===== src/rtl/pipeline_hazard_ctrl_pkg.sv =====
// Shared types for the pipeline hazard controller: FSM states and the
// per-latch enable/flush pair used by every pipeline register.
package pipeline_hazard_ctrl_pkg;

  typedef enum logic [1:0] {
    RUN    = 2'd0,
    DWAIT  = 2'd1,
    DRAIN  = 2'd2,
    HALTED = 2'd3
  } ctrl_state_t;

  typedef struct packed {
    logic en;
    logic flush;
  } latch_ctrl_t;

  localparam latch_ctrl_t LATCH_ADV  = '{en: 1'b1, flush: 1'b0};
  localparam latch_ctrl_t LATCH_HOLD = '{en: 1'b0, flush: 1'b0};
  localparam latch_ctrl_t LATCH_BUB  = '{en: 1'b1, flush: 1'b1};

endpackage


===== src/rtl/pipeline_hazard_ctrl_hazard_detect.sv =====
// Load-use detector: a load in EX whose destination is a source of the
// instruction currently in decode.
module pipeline_hazard_ctrl_hazard_detect #(
  parameter int REG_W = 5
) (
  input  logic [REG_W-1:0] i_de_rs,
  input  logic [REG_W-1:0] i_de_rt,
  input  logic             i_ex_dREN,
  input  logic             i_ex_RegWrite,
  input  logic [REG_W-1:0] i_ex_wsel,
  output logic             o_load_use
);

  logic w_dest_live;
  logic w_src_match;

  // Register 0 is hardwired, so a load targeting it never creates a hazard.
  assign w_dest_live = i_ex_dREN & i_ex_RegWrite & (i_ex_wsel != '0);
  assign w_src_match = (i_ex_wsel == i_de_rs) | (i_ex_wsel == i_de_rt);
  assign o_load_use  = w_dest_live & w_src_match;

endmodule


===== src/rtl/pipeline_hazard_ctrl.sv =====
// Pipeline sequencer: per-latch enable/flush, fetch gating, halt draining
// and a saturating stall-cycle counter for the 5-stage pipeline.
module pipeline_hazard_ctrl
  import pipeline_hazard_ctrl_pkg::*;
#(
  parameter int REG_W = 5,
  parameter int CNT_W = 32
) (
  input  logic             CLK,
  input  logic             nRST,
  input  logic             ihit,
  input  logic             dhit,
  input  logic [REG_W-1:0] de_rs,
  input  logic [REG_W-1:0] de_rt,
  input  logic             de_halt,
  input  logic             ex_dREN,
  input  logic             ex_RegWrite,
  input  logic [REG_W-1:0] ex_wsel,
  input  logic             ex_redirect,
  input  logic             mem_dREN,
  input  logic             mem_dWEN,
  input  logic             wb_halt,
  output logic             pc_en,
  output logic             ifid_en,
  output logic             idex_en,
  output logic             exmem_en,
  output logic             memwb_en,
  output logic             ifid_flush,
  output logic             idex_flush,
  output logic             exmem_flush,
  output logic             imem_ren,
  output logic             halted,
  output logic [1:0]       state_o,
  output logic [CNT_W-1:0] stall_cycles
);

  ctrl_state_t      r_state;
  ctrl_state_t      w_next;
  latch_ctrl_t      w_ifid, w_idex, w_exmem, w_memwb;
  logic             w_pc_en;
  logic             w_imem_ren;
  logic             w_freeze;
  logic             w_load_use;
  logic [CNT_W-1:0] r_stall_cnt;

  pipeline_hazard_ctrl_hazard_detect #(.REG_W(REG_W)) u_hazard_detect (
    .i_de_rs       (de_rs),
    .i_de_rt       (de_rt),
    .i_ex_dREN     (ex_dREN),
    .i_ex_RegWrite (ex_RegWrite),
    .i_ex_wsel     (ex_wsel),
    .o_load_use    (w_load_use)
  );

  // A pending data access owns the shared memory port until it hits.
  assign w_freeze = (mem_dREN | mem_dWEN) & ~dhit;

  // NOTE: every output of this block gets a default first, so no path can
  // leave a signal unassigned and infer a latch.
  always_comb begin
    w_pc_en    = 1'b1;
    w_ifid     = LATCH_ADV;
    w_idex     = LATCH_ADV;
    w_exmem    = LATCH_ADV;
    w_memwb    = LATCH_ADV;
    w_imem_ren = 1'b1;
    w_next     = RUN;

    if (r_state == HALTED) begin
      w_pc_en    = 1'b0;
      w_ifid     = LATCH_HOLD;
      w_idex     = LATCH_HOLD;
      w_exmem    = LATCH_HOLD;
      w_memwb    = LATCH_HOLD;
      w_imem_ren = 1'b0;
      w_next     = HALTED;
    end else if (w_freeze) begin
      w_pc_en    = 1'b0;
      w_ifid     = LATCH_HOLD;
      w_idex     = LATCH_HOLD;
      w_exmem    = LATCH_HOLD;
      w_memwb    = LATCH_HOLD;
      w_imem_ren = 1'b0;
      w_next     = (r_state == DRAIN) ? DRAIN : DWAIT;
    end else if (r_state == DRAIN) begin
      w_pc_en    = 1'b0;
      w_ifid     = LATCH_BUB;
      w_imem_ren = 1'b0;
      w_next     = DRAIN;
    end else begin
      // DWAIT without a freeze behaves as RUN; fetch stays off until dhit.
      if (r_state == DWAIT && !dhit) w_imem_ren = 1'b0;
      if (ex_redirect) begin
        w_ifid = LATCH_BUB;
        w_idex = LATCH_BUB;
      end else if (w_load_use) begin
        w_pc_en = 1'b0;
        w_ifid  = LATCH_HOLD;
        w_idex  = LATCH_BUB;
      end else if (de_halt) begin
        w_pc_en = 1'b0;
        w_ifid  = LATCH_BUB;
        w_next  = DRAIN;
      end else if (!ihit) begin
        w_pc_en = 1'b0;
        w_ifid  = LATCH_BUB;
      end
    end

    if (wb_halt) w_next = HALTED;
  end

  // NOTE: sequential state uses non-blocking assignments so every register
  // samples pre-edge values regardless of statement order.
  always_ff @(posedge CLK or negedge nRST) begin
    if (!nRST) begin
      r_state     <= RUN;
      r_stall_cnt <= '0;
    end else begin
      r_state <= w_next;
      if (r_state != HALTED && !w_pc_en && r_stall_cnt != '1)
        r_stall_cnt <= r_stall_cnt + CNT_W'(1);
    end
  end

  assign pc_en        = w_pc_en;
  assign ifid_en      = w_ifid.en;
  assign ifid_flush   = w_ifid.flush;
  assign idex_en      = w_idex.en;
  assign idex_flush   = w_idex.flush;
  assign exmem_en     = w_exmem.en;
  assign exmem_flush  = w_exmem.flush;
  assign memwb_en     = w_memwb.en;
  assign imem_ren     = w_imem_ren;
  assign halted       = (r_state == HALTED);
  assign state_o      = r_state;
  assign stall_cycles = r_stall_cnt;

endmodule

===== config.mk =====
export PLATFORM = sky130hd
export DESIGN_NAME = pipeline_hazard_ctrl
export DESIGN_NICKNAME = d
export VERILOG_FILES = /design/src/rtl/pipeline_hazard_ctrl_pkg.sv /design/src/rtl/pipeline_hazard_ctrl_hazard_detect.sv /design/src/rtl/pipeline_hazard_ctrl.sv
export SDC_FILE = /design/constraint.sdc
export NUM_CORES = 1
export LEC_CHECK = 0
export BUFFER_PORTS_ARGS = -buffer_cell sky130_fd_sc_hd__buf_2
export CAP_MARGIN = 40
export CORE_UTILIZATION = 30
export DETAILED_ROUTE_END_ITERATION = 12
export HOLD_SLACK_MARGIN = 0.08
export PLACE_DENSITY = 0.56
export REMOVE_ABC_BUFFERS = 1
export SYNTH_ARGS = -nofsm -noshare
export SYNTH_HDL_FRONTEND = slang
export SYNTH_SLANG_ARGS = --single-unit

===== constraint.sdc =====
create_clock -name CLK -period 2.6 [get_ports CLK]
set_input_delay 0.13 -clock CLK [delete_from_list [all_inputs] [get_ports CLK]]
set_output_delay 0.13 -clock CLK [all_outputs]
set_load 0.02 [all_outputs]

# ---- Yosys cells after proc, flatten, opt, wreduce, memory -nomap -nowiden
# Cells that the tools add are included.
# Widths: inputs -> output; s select.
dict set report word_totals {
  in_bits 26
  out_inout_bits 44
  word_cells 56
  register_bits 34
}
dict set report classes {
  addsub 1
  n_mux 33
  n_eq_ne 7
  n_reduce_logical 6
  bitwise 7
}
# op n
set op_table {}
lappend op_table {{$mux 2} 17}
lappend op_table {{$add 32x1->32 const B} 1}
lappend op_table {{$ne 32x32->1 const B} 1}
lappend op_table {{$mux 1} 16}
lappend op_table {{$eq 5x5->1} 2}
lappend op_table {{$reduce_bool 5->1} 1}
lappend op_table {{$and 1x1->1} 4}
lappend op_table {{$eq 2x2->1 const B} 2}
lappend op_table {{$logic_and 1x1->1} 3}
lappend op_table {{$eq 2x1->1 const B} 1}
lappend op_table {{$logic_not 1->1} 2}
lappend op_table {{$ne 2x2->1 const B} 1}
lappend op_table {{$or 1x1->1} 2}
lappend op_table {{$not 1->1} 1}

# ---- Logic depth before layout (Yosys ltp)
# Gate-level depths: netlist of the first run.
dict set report depth {
  depth_word 11
  ltp_mapped 8
  ltp_nobuf 7
}

# ---- Hierarchy
# From an unflattened synthesis of the first run, not the netlist that was laid out.
dict set report hier_totals {
  hier_cells 202
  area_unflattened_um2 1951.9
}
# mod n_inst cells_each area_each_um2
set modules_own_cells {}
lappend modules_own_cells {pipeline_hazard_ctrl 1 185 1819.2}
lappend modules_own_cells {pipeline_hazard_ctrl_hazard_detect 1 17 132.6}

# ---- Worst setup path after synthesis of the first run
# OpenSTA, ideal clock, no wires.
dict set report synth_timing {
  path_type {register to register}
  start {register r_stall_cnt[0], in the netlist stall_cycles[0]}
  end {register r_stall_cnt[1], in the netlist stall_cycles[1]}
  slack_ns 0.560
  path_stages_with_launch 8
  t_arrival_ns 1.915
  period_less_slack_ns 2.040
  n_path_buf 1
  cell_sequence {dfrtp_1 > ha_1 > nand3_1 > nor4_1 > a32o_1 > a21o_4 > buf_12 > mux2_4}
}
dict set report synth_via {
  elab_chain_cells 2
  word_cells_on_any_way 3
  classes_between {add/sub (1); eq/ne (1); reduce/logical (1)}
}
# item line
set synth_lines {}
lappend synth_lines {{from (decl)} pipeline_hazard_ctrl.sv:44} ;# logic [CNT_W-1:0] r_stall_cnt;
lappend synth_lines {{from (signal assigned)} pipeline_hazard_ctrl.sv:122} ;# r_stall_cnt <= r_stall_cnt + CNT_W'(1);
lappend synth_lines {{branches (longest 2 deep; another with $add 32x1->32)} n/a}
# Several ways; the timed one is not identified.
# A chain may end at the register's enable or synchronous reset.

# ---- Worst setup path in the final report of the first run
dict set report layout_timing {
  start {register r_stall_cnt[0], in the netlist stall_cycles[0]}
  end {register r_stall_cnt[22], in the netlist stall_cycles[22]}
}
# Same word-level chain as after synthesis.

==> qor.yml, run 1 <==
drt:
  vias: 1665
  routed_via_density: 4.73
  first_iter_violations: 95
  dr.pass1.iters: 9
  wirelength_um: 4400
  drt.antenna.violating_nets: 0
  wire_per_inst_um: 12.5
  drc: 9
synthesis:
  yosysMostFrequentCell: "dfrtp_1"
  synth.yosys.seq_area_share_pct: 41.7
  synth_common_cells: "34 x dfrtp_1, 26 x xor2_1, 18 x nor2_1"
  yosysTopAreaCellShare_pct: 41.7
  yosys_most_used_dff: "dfrtp_1"
  synthCells: 201
  synth_area_per_cell_sq_um: 10.2
  yosysUniqueCellTypes: 51
  synthesis.area_sq_mm: 0.00204
  synth-edff-count: 0
  synth_largest_area_cell: "dfrtp_1"
  synth-seq-cells: 34
  synth.area.top_cells: "dfrtp_1 42%, xor2_1 11%, xnor2_1 6.0%"
  ys.warnings.count: 0
  async_flop_share_pct: 100
critical_path:
  crit_fanout: 10
  cp_data_arrival_time_ns: 2.39
  reg2regPathDepth: 7
  crit_path_start_kind: "flop"
  worst_ep_required_time_ns: 2.76
  cp-end-kind: "flop"
  rr_startpoint: "stall_cycles[0]$_DFFE_PN0P_"
  path_class: "reg -> reg"
  crit_start: "stall_cycles[0]$_DFFE_PN0P_"
sta:
  period_needed_ns: 2.23
  fin_skew_ns: 0.00650
  tns_ns: 0
  max_freq_ghz: 0.449
  rsz0062_at_grt: "false"
  setup_viol: 0
  tightest_slew_ns: 0.751
  post-route-period-util_pct: 85.7
  finalHoldViolations: 0
  slew_headroom_pct: 49.9
  holdWs_ns: 0.123
  drv_slew: 0
floorplanning:
  start_util_pct: 31.6
  rows: 29
  num_io_pins: 70
  die_h_um: 84.5
  dieWidth_um: 84.5
  core_sq_mm: 0.00646
  dieArea_sq_mm: 0.00714
placement:
  port_buffers: 68
  dp_cells: 342
  dp_hpwl_um: 3310
  globalplace.congestion: 0.834
clock_tree:
  clock-sinks: 34
  clkTransAtPathRegs_ns: 0.07
  clock_latency_ns: 0.28
  clock-root-buffer: "clkbuf_8"
  cts_buffers: 5
  cts.repair.resized: 0
  cts.htree.levels: 2
  clk_path_buf_depth: 2
  cts_tree: "yes"
global_routing:
  grt.overflow.total: 0
  antenna_found_initial: 0
  grt_pass1_wl_um: 7240
  grt_use_total_pct: 12.6
  grt_max_degree: 35
  grt_pass1_vias: 1548
layout:
  antenna_cells: 0
  fin_util_pct: 39.4
  layout.cells.non_filler: 352
  syn2layout_area_growth_pct: 24.6
  drive_gt1_share_pct: 36.7
  layout.nets: 301
hold_path:
  hp-class: "in -> reg"
  min_from: "de_halt"
  hold_path_depth: 2
outcome:
  status: "complete, but fails checks"
  violations: "DRC"
job:
  maxCapViolCount: 0
power:
  powerDensity_mw_per_mm2: 466
  peakVddDrop_v: 0.000207
  leakage_uw: 0.00125
==> power breakdown <==
| group | total [uW] | internal, uW | leakage, uW | switching (uW) |
|---|---|---|---|---|
| registers | 602 | 562 | 0.000441 | 40.1 |
| logic | 181 | 74.1 | 0.000760 | 107 |
| clock network | 402 | 214 | 0.0000482 | 188 |
| total | 1180 | 849 | 0.00125 | 336 |
==> kinds of logic (layout without fill, tap and decap cells) <==
family / after synthesis / count (layout) / share of synthesized area, %
fa+ha+maj: 1 / 1 / 0.613
flops: 34 / 34 / 41.7
buf+inv: 12 / 86 / 3.92
simple gates: 91 / 91 / 26.7
compound gates: 20 / 20 / 8.40
xor+xnor: 40 / 40 / 17.2
other cells: 1 / 1 / 0.184
mux: 2 / 2 / 1.29
==> metal layers <==
layer | vias to the layer above | global-route usage (%) | share of wire, %
met2 | 53 | 20.9 | 45
li1 | 843 | - | -
met1 | 765 | 16.7 | 47
met3 | 4 | 2.85 | 6.4
met5 | - | 0 | 0
met4 | 0 | 3.70 | 0.75
==> state kept, by name, indices dropped and copies added, names as in the netlist <==
signal        cells
stall_cycles     32
state_o           2
==> through the flow <==
| step | worst slack [ns] | power (uW) | cell area (sq um) |
|---|---|---|---|
| final | 0.371 | 1180 | 2540 |
| after global routing | 0.128 | 1240 | 2540 |
| after CTS | 0.351 | 1200 | 2540 |
| after detailed placement | 0.375 | 793 | 2430 |
| after global placement | 0.388 | 791 | 2430 |
| after floorplan | 0.547 | 705 | 1990 |
==> path summary, 6_finish.rpt <==
kind,endpoint,slack [ns]
max reg2reg,stall_cycles[22]$_DFFE_PN0P_,0.37
min in group asynchronous,stall_cycles[25]$_DFFE_PN0P_,0.45
max in group asynchronous,stall_cycles[15]$_DFFE_PN0P_,1.67
min,state_o[1]$_DFF_PN0_,0.12
min reg2reg,stall_cycles[31]$_DFFE_PN0P_,0.49
max,stall_cycles[22]$_DFFE_PN0P_,0.37
==> worst max-delay path, cell delays in order, from the launching register on <==
cell and delay (ns):
dfrtp_1 0.40, ha_1 0.19, nand3_1 0.12, nor4_1 0.49, nand3b_1 0.15, o21ai_2 0.42, nand4_1 0.18, xnor2_1 0.16
==> cells in the final DEF (no fill, tap or decap), types with 2 or more instances in the layout <==
cell type and instances:
nor3_2 9, xor2_1 26, nand3_1 10, nor4_1 2
a21oi_1 3, dfrtp_1 34, clkbuf_8 6, inv_1 7
or2_2 2, o21ai_0 3, nor2_1 18, nor3_1 5
xnor2_1 14, dlygate4sd3_1 2, buf_2 68, nand4_1 9
and3_1 4, nand2_1 17
==> what timing repair did <==
item | 4_1_cts | 5_1_grt
hold buffers | 2 | 0
hold endpoints to repair | 35 | 0
setup buffers | 0 | 0
==> area by class of cell <==
class / instances / area [sq um]
Tap cell: 77 / 96.3
Multi-Input combinational cell: 155 / 1110
Timing Repair Buffer: 71 / 368
Clock buffer: 7 / 86.3
Sequential cell: 34 / 851
Clock inverter: 1 / 5.00
Inverter: 7 / 26.3
Fill cell: 654 / 3920
(Power assumes the default switching activity.)
==> run 2: changes to the inputs <==
Settings changed: ABC_AREA set to 1, PLACE_DENSITY 0.56 to 0.55.
==> qor.yml, run 2 <==
outcome:
  status: "finished, final reports clean"
sta:
  max_freq_ghz: 0.532  # +18%
  slew_headroom_pct: 45.8  # -4.2 points
  drv_slew: 0  # unchanged
  post-route-period-util_pct: 72.3  # -13 points
  tightest_slew_ns: 0.813  # +0.0627 ns
  holdWs_ns: 0.109  # -0.0148 ns
  rsz0062_at_grt: "false"
  fin_skew_ns: 0.00701  # +0.000508 ns
  finalHoldViolations: 0  # unchanged
  setup_viol: 0  # unchanged
  period_needed_ns: 1.88  # -0.348 ns
drt:
  first_iter_violations: 134  # +41%
  vias: 2642  # +59%
  dr.pass1.iters: 4  # -5
  drt.antenna.violating_nets: 0  # unchanged
  wirelength_um: 6620  # +50%
  routed_via_density: 4.70  # -0.61%
  wire_per_inst_um: 11.8  # -5.8%
  drc: 0  # -9
layout:
  syn2layout_area_growth_pct: 19.4
  design_area_sq_mm: 0.00304  # +19%
  fin_util_pct: 37.0  # -2.4 points
  antenna_cells: 0  # unchanged
  drive_gt1_share_pct: 20.6  # -16 points
  final_cell_mix: "120 x nand2_1, 68 x buf_2, 65 x inv_1"
  layout.nets: 485  # +61%
  layout.cells.non_filler: 562  # +60%
  largest_reg_flops: 32  # unchanged
  mostFrequentLayoutCell: "nand2_1"
clock_tree:
  clk_path_buf_depth: 2  # unchanged
  cts.htree.levels: 2  # unchanged
  cts_tree: "yes"
  cts_buffers: 5  # unchanged
  cts.repair.resized: 0  # unchanged
  clock-root-buffer: "clkbuf_8"
  clkTransAtPathRegs_ns: 0.07  # about the same
  ctsHoldBuffers: 2  # unchanged
  cts_setup_buffers: 0  # unchanged
  clock_latency_ns: 0.29  # about the same
  clock-sinks: 34  # unchanged
power:
  p_int_uw: 775  # -8.8%
  comb_power_share_pct: 10.5  # -4.8 points
  p_clk_share_pct: 38.2  # +4.3 points
  seq_power_share_pct: 51.2  # +0.4 points
  p_sw_uw: 270  # -20%
  peakVddDrop_v: 0.000128  # -38%
  p_sw_share_pct: 25.8  # -2.5 points
  powerDensity_mw_per_mm2: 344  # -26%
  leakage_uw: 0.00169  # +35%
critical_path:
  slowest_stage: "dfrtp_1"
  rr_startpoint: "stall_cycles[0]$_DFFE_PN0P_"
  path_buf_inv: 2  # +2
  crit_fanout: 18  # +8
  crit_start: "state_o[0]$_DFF_PN0_"
  path_cells: "nand2_2 -> inv_1 -> nor2_1 -> nand2_1 -> a21oi_1 -> buf_2"
  cp_data_arrival_time_ns: 1.75  # -0.64 ns
  cp-end-kind: "primary output"
  crit_family: "simple AND/OR/NAND/NOR gates"
  crit_path_start_kind: "flop"
  slowest_delay_ns: 0.42  # -0.07 ns
  worst_ep_required_time_ns: 2.47  # -0.29 ns
  path_class: "reg -> out"
floorplanning:
  start_util_pct: 31.0  # -0.64 points
  dieArea_sq_mm: 0.00885  # +24%
  num_io_pins: 70  # unchanged
  core_sq_mm: 0.00822  # +27%
  die_h_um: 94.1  # +11%
  dieWidth_um: 94.1  # +11%
  rows: 33  # +14%
synthesis:
  synthCells: 393  # +96%
  ys.warnings.count: 0  # unchanged
  synth.yosys.seq_area_share_pct: 33.4  # -8.2 points
  yosysMostFrequentCell: "nand2_1"
  yosysUniqueCellTypes: 29  # -43%
  synth.area.top_cells: "dfrtp_1 33%, nand2_1 18%, inv_1 9.6%"
  yosys_most_used_dff: "dfrtp_1"
  synthesis.area_sq_mm: 0.00254  # +25%
  async_flop_share_pct: 100  # unchanged
  synth_largest_area_cell: "dfrtp_1"
  synth-seq-cells: 34  # unchanged
  synth-edff-count: 0  # unchanged
  synth_area_per_cell_sq_um: 6.47  # -36%
  yosysTopAreaCellShare_pct: 33.4  # -8.2 points
  synth_common_cells: "121 x nand2_1, 65 x inv_1, 45 x nand3_1"
global_routing:
  grt.overflow.total: 0  # unchanged
  grt_pass1_vias: 2525  # +63%
  antenna_found_initial: 0  # unchanged
  grt_pass1_wl_um: 11400  # +58%
  grt_use_total_pct: 16.3  # +3.7 points
  grt_max_degree: 35  # unchanged
hold_path:
  hp-class: "in -> reg"
  min_from: "de_halt"
placement:
  dp_hpwl_um: 4970  # +50%
  dp_cells: 554  # +62%
  port_buffers: 68  # unchanged
  globalplace.congestion: 0.807  # -3.2%
  post_dp_cell_area_sq_mm: 0.00294  # +21%
job:
  maxCapViolCount: 0  # unchanged
run 2: worst reg2reg max path, delay by kind of cell, from the launching register on:
| family | cells | cell delay, ns |
|---|---|---|
| flip-flops | 1 | 0.41 |
| adder cells (fa/ha/maj) | 1 | 0.22 |
| AND/OR/NAND/NOR | 10 | 1.17 |
run 2: cell type report:
class / instances / area, sq um
clock buffers: 6 / 82.6
fillers: 917 / 5180
inverters: 68 / 255
multi-input cells: 275 / 1330
flip-flops and latches: 34 / 851
well taps: 105 / 131
repair buffers: 74 / 390
run 2: final timing paths:
kind                                           endpoint  slack, ns  depth (start not counted)
setup reg to reg           stall_cycles[27]$_DFFE_PN0P_       0.74                         11
hold / removal                     state_o[1]$_DFF_PN0_       0.11                          3
setup / recovery                             ifid_flush       0.72                          6
max in group asynchronous  stall_cycles[22]$_DFFE_PN0P_       1.62                          2
hold reg to reg            stall_cycles[26]$_DFFE_PN0P_       0.53                          2
min in group asynchronous  stall_cycles[15]$_DFFE_PN0P_       0.47                          2
run 2: kinds of logic (layout without fill, tap and decap cells):
group / after synthesis / count (layout) / synth area share, %
AOI/OAI and AO/OA: 6 / 6 / 1.28
xor gates and xnor gates: 8 / 8 / 2.75
adders and majority gates: 1 / 1 / 0.492
buffers and inverters: 84 / 148 / 14.5
DFF: 34 / 34 / 33.4
other: 1 / 1 / 0.147
and+or+nand+nor: 259 / 259 / 47.4
run 2: per-layer routing:
layer / track usage (%) / wire length [um]
met1: 20.6 / 3070
met3: 3.07 / 274
met4: 5.77 / 88
met2: 27.6 / 3190
met5: 0 / 0
run 2: per-stage QoR:
stage	total power (uW)	worst slack, ns	setup TNS [ns]
after global routing	1100	0.457	0
after floorplan	600	-0.784	-2.09
final	1040	0.719	0
after detailed placement	656	0.747	0
after global placement	653	0.815	0
after CTS	1060	0.716	0
run 2: power by group through the flow:
stage	sequential [uW]	combinational (uW)	clock, uW
global route	535	127	440
CTS	535	113	415
detailed placement	545	110	0
global placement	545	108	0
floorplan	549	51.1	0
finish	535	110	399
